[src/rtl/spi_bus_arb.sv]
// spi_bus_arb: hands one shared SPI bus to one of NumReq host controllers at a time,
// round-robin, with a forced chip-select-high gap between owners and hold-time revocation.
module spi_bus_arb #(
    parameter int NumReq        = 2,
    parameter int GapCycles     = 2,
    parameter int MaxHoldCycles = 65535
) (
    input  logic              clk_i,
    input  logic              rst_ni,
    input  logic [NumReq-1:0] req_i,
    output logic [NumReq-1:0] gnt_o,
    input  logic [NumReq-1:0] sck_i,
    input  logic [NumReq-1:0] copi_i,
    input  logic [NumReq-1:0] cs_ni,
    output logic [NumReq-1:0] cipo_o,
    output logic              spi_sck_o,
    output logic              spi_copi_o,
    output logic              spi_cs_no,
    input  logic              spi_cipo_i,
    output logic              busy_o,
    output logic              timeout_o
);
    localparam int IW = (NumReq > 1) ? $clog2(NumReq) : 1;
    localparam int HW = (MaxHoldCycles > 0) ? $clog2(MaxHoldCycles + 1) : 1;
    localparam int GW = (GapCycles > 1) ? $clog2(GapCycles) : 1;
    localparam logic [HW-1:0] HoldLimit = HW'(MaxHoldCycles - 1);
    localparam logic [HW-1:0] HoldSat   = {HW{1'b1}};
    localparam logic [GW-1:0] GapLoad   = GW'(GapCycles - 1);

    typedef enum logic [1:0] {
        ST_IDLE  = 2'd0,
        ST_GRANT = 2'd1,
        ST_GAP   = 2'd2
    } state_e;

    state_e            state_q, state_d;
    logic [IW-1:0]     owner_q, owner_d;
    logic [IW-1:0]     last_q, last_d;
    logic [NumReq-1:0] gnt_q, gnt_d;
    logic [NumReq-1:0] blocked_q, blocked_d;
    logic [HW-1:0]     hold_q, hold_d;
    logic [GW-1:0]     gap_q, gap_d;
    logic              timeout_q, timeout_d;
    logic              busy_q, busy_d;

    logic [NumReq-1:0] eligible_s;
    logic              pick_found_s;
    logic [IW-1:0]     pick_idx_s;
    logic [IW:0]       cand_s;

    // Round-robin search: scan from farthest to nearest after last_q so the nearest eligible wins.
    always_comb begin
        eligible_s   = req_i & ~blocked_q;
        pick_found_s = 1'b0;
        pick_idx_s   = '0;
        cand_s       = '0;
        for (int k = NumReq; k >= 1; k--) begin
            cand_s = {1'b0, last_q} + (IW+1)'(k);
            cand_s = (cand_s >= (IW+1)'(NumReq)) ? (cand_s - (IW+1)'(NumReq)) : cand_s;
            if (eligible_s[cand_s[IW-1:0]]) begin
                pick_found_s = 1'b1;
                pick_idx_s   = cand_s[IW-1:0];
            end else begin
                pick_idx_s   = pick_idx_s;
            end
        end
    end

    // Next-state logic; the final gap cycle arbitrates so CS is high for exactly GapCycles.
    always_comb begin
        state_d   = state_q;
        owner_d   = owner_q;
        last_d    = last_q;
        gnt_d     = gnt_q;
        hold_d    = hold_q;
        gap_d     = gap_q;
        timeout_d = 1'b0;
        blocked_d = blocked_q & req_i;
        case (state_q)
            ST_IDLE: begin
                if (pick_found_s) begin
                    state_d             = ST_GRANT;
                    owner_d             = pick_idx_s;
                    last_d              = pick_idx_s;
                    gnt_d               = '0;
                    gnt_d[pick_idx_s]   = 1'b1;
                    hold_d              = '0;
                end else begin
                    state_d = ST_IDLE;
                end
            end
            ST_GRANT: begin
                hold_d = (hold_q == HoldSat) ? hold_q : (hold_q + HW'(1));
                if (!req_i[owner_q]) begin
                    gnt_d   = '0;
                    gap_d   = GapLoad;
                    state_d = ST_GAP;
                end else if ((MaxHoldCycles != 0) && (hold_q == HoldLimit)) begin
                    gnt_d              = '0;
                    gap_d              = GapLoad;
                    state_d            = ST_GAP;
                    blocked_d[owner_q] = 1'b1;
                    timeout_d          = 1'b1;
                end else begin
                    state_d = ST_GRANT;
                end
            end
            ST_GAP: begin
                if (gap_q != '0) begin
                    gap_d = gap_q - GW'(1);
                end else if (pick_found_s) begin
                    state_d             = ST_GRANT;
                    owner_d             = pick_idx_s;
                    last_d              = pick_idx_s;
                    gnt_d               = '0;
                    gnt_d[pick_idx_s]   = 1'b1;
                    hold_d              = '0;
                end else begin
                    state_d = ST_IDLE;
                end
            end
            default: begin
                state_d = ST_IDLE;
                gnt_d   = '0;
            end
        endcase
        busy_d = (state_d != ST_IDLE);
    end

    // State and registered outputs.
    always_ff @(posedge clk_i or negedge rst_ni) begin
        if (!rst_ni) begin
            state_q   <= ST_IDLE;
            owner_q   <= '0;
            last_q    <= IW'(NumReq - 1);
            gnt_q     <= '0;
            blocked_q <= '0;
            hold_q    <= '0;
            gap_q     <= '0;
            timeout_q <= 1'b0;
            busy_q    <= 1'b0;
        end else begin
            state_q   <= state_d;
            owner_q   <= owner_d;
            last_q    <= last_d;
            gnt_q     <= gnt_d;
            blocked_q <= blocked_d;
            hold_q    <= hold_d;
            gap_q     <= gap_d;
            timeout_q <= timeout_d;
            busy_q    <= busy_d;
        end
    end

    // Shared bus follows the registered owner with no added delay; idle levels otherwise.
    always_comb begin
        spi_sck_o  = 1'b0;
        spi_copi_o = 1'b0;
        spi_cs_no  = 1'b1;
        cipo_o     = '0;
        if (state_q == ST_GRANT) begin
            spi_sck_o       = sck_i[owner_q];
            spi_copi_o      = copi_i[owner_q];
            spi_cs_no       = cs_ni[owner_q];
            cipo_o[owner_q] = spi_cipo_i;
        end else begin
            spi_cs_no = 1'b1;
        end
    end

    assign gnt_o     = gnt_q;
    assign busy_o    = busy_q;
    assign timeout_o = timeout_q;

endmodule

[config.mk]
export PLATFORM = sky130hd
export DESIGN_NAME = spi_bus_arb
export DESIGN_NICKNAME = d
export VERILOG_FILES = /design/src/rtl/spi_bus_arb.sv
export SDC_FILE = /design/constraint.sdc
export NUM_CORES = 1
export LEC_CHECK = 0
export ABC_AREA = 1
export BUFFER_PORTS_ARGS = -buffer_cell sky130_fd_sc_hd__buf_2
export CORE_UTILIZATION = 51
export CTS_BUF_LIST = sky130_fd_sc_hd__clkbuf_16
export CTS_CLUSTER_DIAMETER = 80
export DETAILED_ROUTE_END_ITERATION = 7
export PLACE_DENSITY = 0.7
export SLEW_MARGIN = 15
export SYNTH_ARGS = -nofsm -noshare
export SYNTH_HDL_FRONTEND = slang
export SYNTH_SLANG_ARGS = --single-unit
[constraint.sdc]
create_clock -name clk_i -period 1.4 [get_ports clk_i]
set_input_delay 0.28 -clock clk_i [delete_from_list [all_inputs] [get_ports clk_i]]
set_output_delay 0.28 -clock clk_i [all_outputs]
set_load 0.05 [all_outputs]
Word-level counts from Yosys, hierarchy flattened. Index checks and enable logic that the tools add are counted.

Flip-flop bits (word level): 27. Bits of input ports: 11. Output and inout bits: 9. Logic and storage cells: 102.

$add $sub $neg: 6. Order comparisons: 8. Equality and inequality tests: 7. Muxes and demuxes: 56. Bitwise gates (word level): 5. Reductions and logical operators: 11.

Operator list (count): 16-bit 2-to-1 mux (3); 16-bit one-hot mux with 3 select lines (1); 1-bit 2-to-1 mux (34); 16-bit equality test (second input constant) (2); 2-bit 2-to-1 mux (11); 16-bit by 1-bit adder with 16-bit output (second input constant) (1); 2-bit one-hot mux with 3 select lines (2); 1-bit by 2-bit less-than comparator with 1-bit output (second input constant) (4); 2-bit AND (3); 1-bit one-hot mux with 2 select lines (3); 2-bit AND reduction (3); 2-bit nonzero test (3); 2-bit >= comparator (second input constant) (2); 2-bit != test (second input constant) (2); 3-bit != test (second input constant) (1); 3-bit AND reduction (1); 3-bit nonzero test (1); 1-bit subtractor (second input constant) (3); 1-bit by 1-bit adder with 2-bit output (second input constant) (1); 1-bit by 2-bit adder with 2-bit output (second input constant) (1); 1-bit demux with 1-bit select (2); 2-bit by 1-bit equality test with 1-bit output (second input constant) (1); 2-bit equality test (second input constant) (1); 1-bit >= comparator (second input constant) (2); 4 further kinds (5).

Depth between registers and ports, before layout. Gate-level depths: netlist of the first run.

Depth after elaboration: 14. Depth in mapped cells: 9. Depth with buffers taken out: 9.

Worst setup path after synthesis of the first run. OpenSTA, ideal clock, no wires.

Path kind: register -> output. From: reg state_q[1]. To: out cipo_o[0]. Arrival: 1.783 ns. Data required time: 1.120 ns. Slack: -0.663 ns. Stages on the path, launching flop included: 4. Buffers on the path: 0. Path through: dfrtp_1 > nor2_4 > inv_1 > nor3_1.

Longest elaborated chain between the ends: 2.

RTL lines: start, declared (line 36) `state_e state_q, state_d;`; start signal, assigned (line 143) `state_q <= state_d;`; 2-bit by 1-bit equality test with 1-bit output (line 161) `if (state_q == ST_GRANT) begin`; 2-bit 2-to-1 mux (line 161); end, declared (line 15) `output logic [NumReq-1:0] cipo_o,`.

Every way passes these cells.

Worst setup path in the final report of the first run.
From: reg state_q[0]. To: out cipo_o[0].

The elaborated chain is that of the path after synthesis.

==> impl_metrics.json, run 1 <==
{
  "swShare": 0.434,
  "worstPathArrival_ns": 1.35,
  "dieHeight_um": 57.6,
  "grt_overflow_total": 0,
  "grt_pass1_wl_mm": 8.35,
  "ys_types": 22,
  "cts_root_buffer": "clkbuf_16",
  "vias": 1876,
  "drt_iter0_drc": 202,
  "r2r_start": "state_q[0]$_DFF_PN0_",
  "stdcell_count": 332,
  "critical-path-max-stage-delay_ns": 0.37,
  "slowest_stage": "dfrtp_1",
  "fin_crit_ns": 1.63,
  "path_class": "flop to output port",
  "coreArea_mm2": 0.00285,
  "clk_pin_slew_ns": 0.08,
  "critPathCaptureType": "output port",
  "ir_worst_vdd_uv": 1310,
  "p_comb_frac": 0.618,
  "tightestPinTransition_ns": 0.628,
  "critPathLaunch": "state_q[0]$_DFF_PN0_",
  "seqPwrFrac": 0.231,
  "worst_slack_ns": -0.232,
  "drc": 0,
  "h-tree-depth": 1,
  "worstPathCellList": "inv_2 -> nor2_4 -> inv_2 -> buf_12 -> nor3_4 -> buf_6",
  "crit_required_ns": 1.12,
  "dieArea_mm2": 0.00332,
  "grt_max_degree": 28,
  "power.internal_w": 0.00257,
  "place_inst": 307,
  "clock_latency_ns": 0.27,
  "yosysSeqAreaShare": 0.429,
  "drive_gt1_frac": 0.439,
  "min_path_type": "primary input to asynchronous set/reset pin",
  "cp_common_cell": "inv_2",
  "synth.ff_latch_count": 27,
  "worstSetupStartpointType": "flop",
  "ioPinCount": 20,
  "cts_buffers": 3,
  "grt_usage": 0.326,
  "clock_path_buffers": 2,
  "port_buffers": 19,
  "finalWeightedCongestion": 0.850,
  "slew_violations": 0,
  "grt_pass1_vias": 1812,
  "rows": 19,
  "fin_skew_ns": 0.00853,
  "crit_family": "buffers and inverters",
  "finalCritPeriodShare": 1.17,
  "p_per_area_mw_per_mm2": 1820,
  "holdBufCountCts": 0,
  "switchingPower_w": 0.00197,
  "cts.sinks": 27,
  "drv_cap": 0,
  "rsz0062_at_grt": "true",
  "synth_nets": 238,
  "setup_tns_ns": -3.68,
  "hold_viol_final": 0,
  "p_clk_frac": 0.151,
  "relSlewSlack": 0.581,
  "antenna-diode-count": 0,
  "total_power_w": 0.00454,
  "routed_wl_mm": 5.27,
  "layout.cells.most_common": "nand2_1",
  "drt_first_pass_iters": 4,
  "initial_core_util": 0.554,
  "crit_fanout": 5,
  "cts_tree": "yes",
  "fmax_ghz": 0.613,
  "nets": 315,
  "p_leak_nw": 1.23,
  "synthCells": 225,
  "violations": "setup timing",
  "status": "finished with violations",
  "fin_hold_ws_ns": 0.0261,
  "finalSetupViolations": 27,
  "final_cell_mix": "nand2_1, buf_4, dfrtp_1",
  "syn_area_mm2": 0.00158,
  "path_buf_inv": 4,
  "die_w_um": 57.6,
  "synth.avg_cell_area_um2": 7.02,
  "wl_per_cell_um": 15.9,
  "dp_hpwl_mm": 3.11,
  "viasPerCell": 5.65,
  "syn_to_final_growth_pct": 57.8,
  "yosys_warnings": 0,
  "ant_nets": 0,
  "antenna_found_initial": 0
}
[worst register-to-register path, cell delays in order, from the launching register on]
cell	delay, ns
dfrtp_1	0.37
inv_2	0.06
nor2_4	0.14
buf_4	0.14
buf_4	0.11
nand3_2	0.09
o21ai_4	0.18
buf_12	0.13
clkinvlp_4	0.13
o21ai_1	0.14
[registers in the layout, indices dropped and copies added (netlist names)]
name and count:
blocked_q 2, busy_o 1, gap_q 1, gnt_o 2, hold_q 16, last_q 1, owner_q 1, state_q 2
timeout_o 1
[stage by stage]
step / setup slack, ns / cell area, µm² / util
2_1_floorplan: -0.133 / 1640 / -
3_3_place_gp: -0.0435 / 2030 / 0.712
3_5_place_dp: -0.111 / 2030 / 0.712
4_1_cts: -0.224 / 2350 / 0.822
5_1_grt: -0.280 / 2490 / 0.874
6_report: -0.232 / 2490 / 0.874
[repair_timing]
action,CTS,global route
buffers inserted,15,6
gates cloned,1,0
pin swaps,14,14
setup endpoints to repair,25,31
gates resized for setup,39,37
[layer usage]
metal,vias to the layer above,GRT usage,routed length (µm)
met3,31,0.0491,380
met1,865,0.430,2090
met2,113,0.535,2610
met4,0,0.139,191
li1,867,-,-
met5,-,0,0
[path summary, 6_finish.rpt]
kind / endpoint / slack [ns] / depth (start not counted)
min in group clk_i: blocked_q[1]$_DFF_PN0_ / 0.25 / 3
max in group asynchronous: hold_q[12]$_DFFE_PN0P_ / 0.96 / 1
worst max-delay path: cipo_o[0] / -0.23 / 6
worst max register to register: hold_q[2]$_DFFE_PN0P_ / -0.17 / 9
worst min-delay path: hold_q[15]$_DFFE_PN0P_ / 0.03 / 1
worst min register to register: blocked_q[1]$_DFF_PN0_ / 0.49 / 2
[power by group through the flow]
stage               combinational (W)  clock (W)  sequential, W
floorplan                    0.000944          0        0.00117
global placement              0.00180          0        0.00103
detailed placement            0.00182          0        0.00104
CTS                           0.00243   0.000680        0.00103
global route                  0.00297   0.000707        0.00106
finish                        0.00281   0.000687        0.00105
[area by class of cell]
class,instances,area (µm²)
timing repair inverter,1,7.51
multi-input combinational,163,961
tap,31,38.8
inverter,32,128
clock inverter,1,7.51
fill,152,360
sequential,27,677
clock buffer,3,75.1
timing repair buffer,74,598
[synth_stat cells (all sizes together)]
| master | n | area (µm²) |
|---|---|---|
| nand2 | 76 | 288 |
| inv | 32 | 120 |
| dfrtp | 26 | 651 |
| nand3 | 26 | 130 |
| o21ai | 24 | 131 |
| nor2 | 20 | 100 |
| nand4 | 5 | 31.3 |
| nor3 | 4 | 20.0 |
| a21oi | 2 | 10.0 |
| clkbuf | 2 | 7.51 |
| ha | 2 | 25.0 |
| xor2 | 2 | 17.5 |
| buf | 1 | 7.51 |
| dfstp | 1 | 26.3 |
| o21bai | 1 | 7.51 |
| or2 | 1 | 6.26 |
[kinds of logic (layout without fill, tap and decap cells)]
kind of cell	count (synthesis)	count (layout)	share of synthesized area
AND/OR/NAND/NOR	132	132	0.365
buffers and inverters	35	111	0.0856
AO/OA/AOI/OAI	27	27	0.0943
flip-flops	27	27	0.429
adder cells (fa/ha/maj)	2	2	0.0158
XOR/XNOR	2	2	0.0111
(Power assumes the default switching activity.)
==> inputs of run 2 (changes only) <==
Clock period 1.4 ns to 1.5 ns, I/O delays scaled along.
==> run 2 against run 1 <==
Effect of this change:
- the flow still finishes with violations (setup timing)
- clock power shrank 7.7%
- combinational power fell by 27%
- register-to-register slack better by 0.12 ns
- critical path depth fell by 1
- sequential cell count stayed put
- clock-buffer cell count did not move
- core utilization down 8.5 points
==> impl_metrics.json, run 2 (synthesis results as in run 1) <==
{
  "ioPinCount": 20,
  "layout.cells.most_common": "nand2_1",
  "die_w_um": 57.6,
  "finalSetupViolations": 13,
  "rsz0062_at_grt": "true",
  "clock_latency_ns": 0.27,
  "min_path_type": "primary input to asynchronous set/reset pin",
  "routed_wl_mm": 4.50,
  "drv_cap": 0,
  "wl_per_cell_um": 14.4,
  "ir_worst_vdd_uv": 1510,
  "worstPathArrival_ns": 1.28,
  "port_buffers": 19,
  "tightestPinTransition_ns": 0.603,
  "status": "finished with violations",
  "critPathLaunch": "state_q[0]$_DFF_PN0_",
  "dieArea_mm2": 0.00332,
  "grt_pass1_vias": 1597,
  "final_cell_mix": "nand2_1, buf_4, inv_1",
  "fmax_ghz": 0.633,
  "finalWeightedCongestion": 0.949,
  "dp_hpwl_mm": 3.01,
  "vias": 1696,
  "worst_slack_ns": -0.0802,
  "nets": 296,
  "hold_viol_final": 0,
  "place_inst": 292,
  "cts.sinks": 27,
  "switchingPower_w": 0.00162,
  "swShare": 0.442,
  "finalCritPeriodShare": 1.05,
  "holdBufCountCts": 0,
  "grt_pass1_wl_mm": 6.86,
  "cts_tree": "yes",
  "total_power_w": 0.00366,
  "r2r_start": "hold_q[2]$_DFFE_PN0P_",
  "largest_register_ffs": 16,
  "placed_area_mm2": 0.00188,
  "p_leak_nw": 1.10,
  "p_clk_frac": 0.173,
  "critPathCaptureType": "output port",
  "antenna-diode-count": 0,
  "utilization": 0.789,
  "rows": 19,
  "antenna_found_initial": 0,
  "initial_core_util": 0.554,
  "grt_usage": 0.271,
  "clock_path_buffers": 2,
  "regMostFlops": "hold_q",
  "relSlewSlack": 0.598,
  "drt_first_pass_iters": 4,
  "drc": 0,
  "path_class": "flop to output port",
  "dieHeight_um": 57.6,
  "setup_tns_ns": -0.508,
  "slew_violations": 0,
  "crit_fanout": 4,
  "grt_overflow_total": 0,
  "power.internal_w": 0.00204,
  "cts_buffers": 3,
  "viasPerCell": 5.42,
  "fin_crit_ns": 1.58,
  "crit_required_ns": 1.20,
  "worstSetupStartpointType": "flop",
  "grt_max_degree": 28,
  "drive_gt1_frac": 0.372,
  "h-tree-depth": 1,
  "cts_root_buffer": "clkbuf_16",
  "syn_to_final_growth_pct": 42.5,
  "p_per_area_mw_per_mm2": 1630,
  "fin_skew_ns": 0.00857,
  "clk_pin_slew_ns": 0.07,
  "coreArea_mm2": 0.00285,
  "fin_area_mm2": 0.00225,
  "ant_nets": 0,
  "stdcell_count": 313,
  "drt_iter0_drc": 109,
  "violations": "setup timing",
  "seqPwrFrac": 0.268,
  "p_comb_frac": 0.559
}
[run 2: final timing paths]
| kind | to | slack (ns) | cells past startpoint |
|---|---|---|---|
| hold / removal | hold_q[11]$_DFFE_PN0P_ | 0.03 | 1 |
| max in group asynchronous | owner_q$_DFFE_PN0P_ | 1.03 | 1 |
| min in group clk_i | blocked_q[1]$_DFF_PN0_ | 0.26 | 3 |
| setup reg to reg | hold_q[13]$_DFFE_PN0P_ | -0.05 | 7 |
| setup / recovery | spi_cs_no | -0.08 | 5 |
| hold reg to reg | last_q$_DFFE_PN1P_ | 0.48 | 2 |
[run 2: area by class of cell]
class                      instances  area (µm²)
timing repair buffer              55         424
tap                               31        38.8
timing repair inverter             1        7.51
sequential                        27         678
fill                             189         603
clock inverter                     1        7.51
clock buffer                       3        75.1
multi-input combinational        163         891
inverter                          32         128
[run 2: through the flow]
stage | hold WS [ns] | worst slack, ns
after floorplan | 0.00441 | -0.185
final | 0.0324 | -0.0802
after global routing | 0.0915 | -0.130
after detailed placement | 0.346 | 0.0421
after global placement | 0.336 | 0.0742
after CTS | 0.0616 | -0.0708
[run 2: power groups by stage]
stage / combinational (W) / clock (W) / sequential (W)
after global placement: 0.00140 / 0 / 0.000974
final: 0.00204 / 0.000634 / 0.000981
after CTS: 0.00161 / 0.000634 / 0.000985
after floorplan: 0.000825 / 0 / 0.00109
after global routing: 0.00218 / 0.000668 / 0.000992
after detailed placement: 0.00144 / 0 / 0.000984
[run 2: routing by layer]
metal / global-route usage / part of all wire / vias to the layer above
li1: - / - / 828
met1: 0.324 / 0.40 / 807
met2: 0.482 / 0.54 / 47
met3: 0.0491 / 0.035 / 14
met4: 0.111 / 0.026 / 0
met5: 0 / 0 / -
[run 2: critical path, cell delays in order (launching register included)]
cell and delay [ns]:
dfrtp_1 0.37, inv_2 0.06, nor2_4 0.16, buf_4 0.17
nand3_4 0.06, buf_4 0.19
[run 2: repair_timing]
item                                    4_1_cts  5_1_grt
buffers inserted                              3       13
gates resized for setup                      16       39
pin swaps                                     2        6
gates cloned                                  0        1
endpoints found under the setup margin        6       26
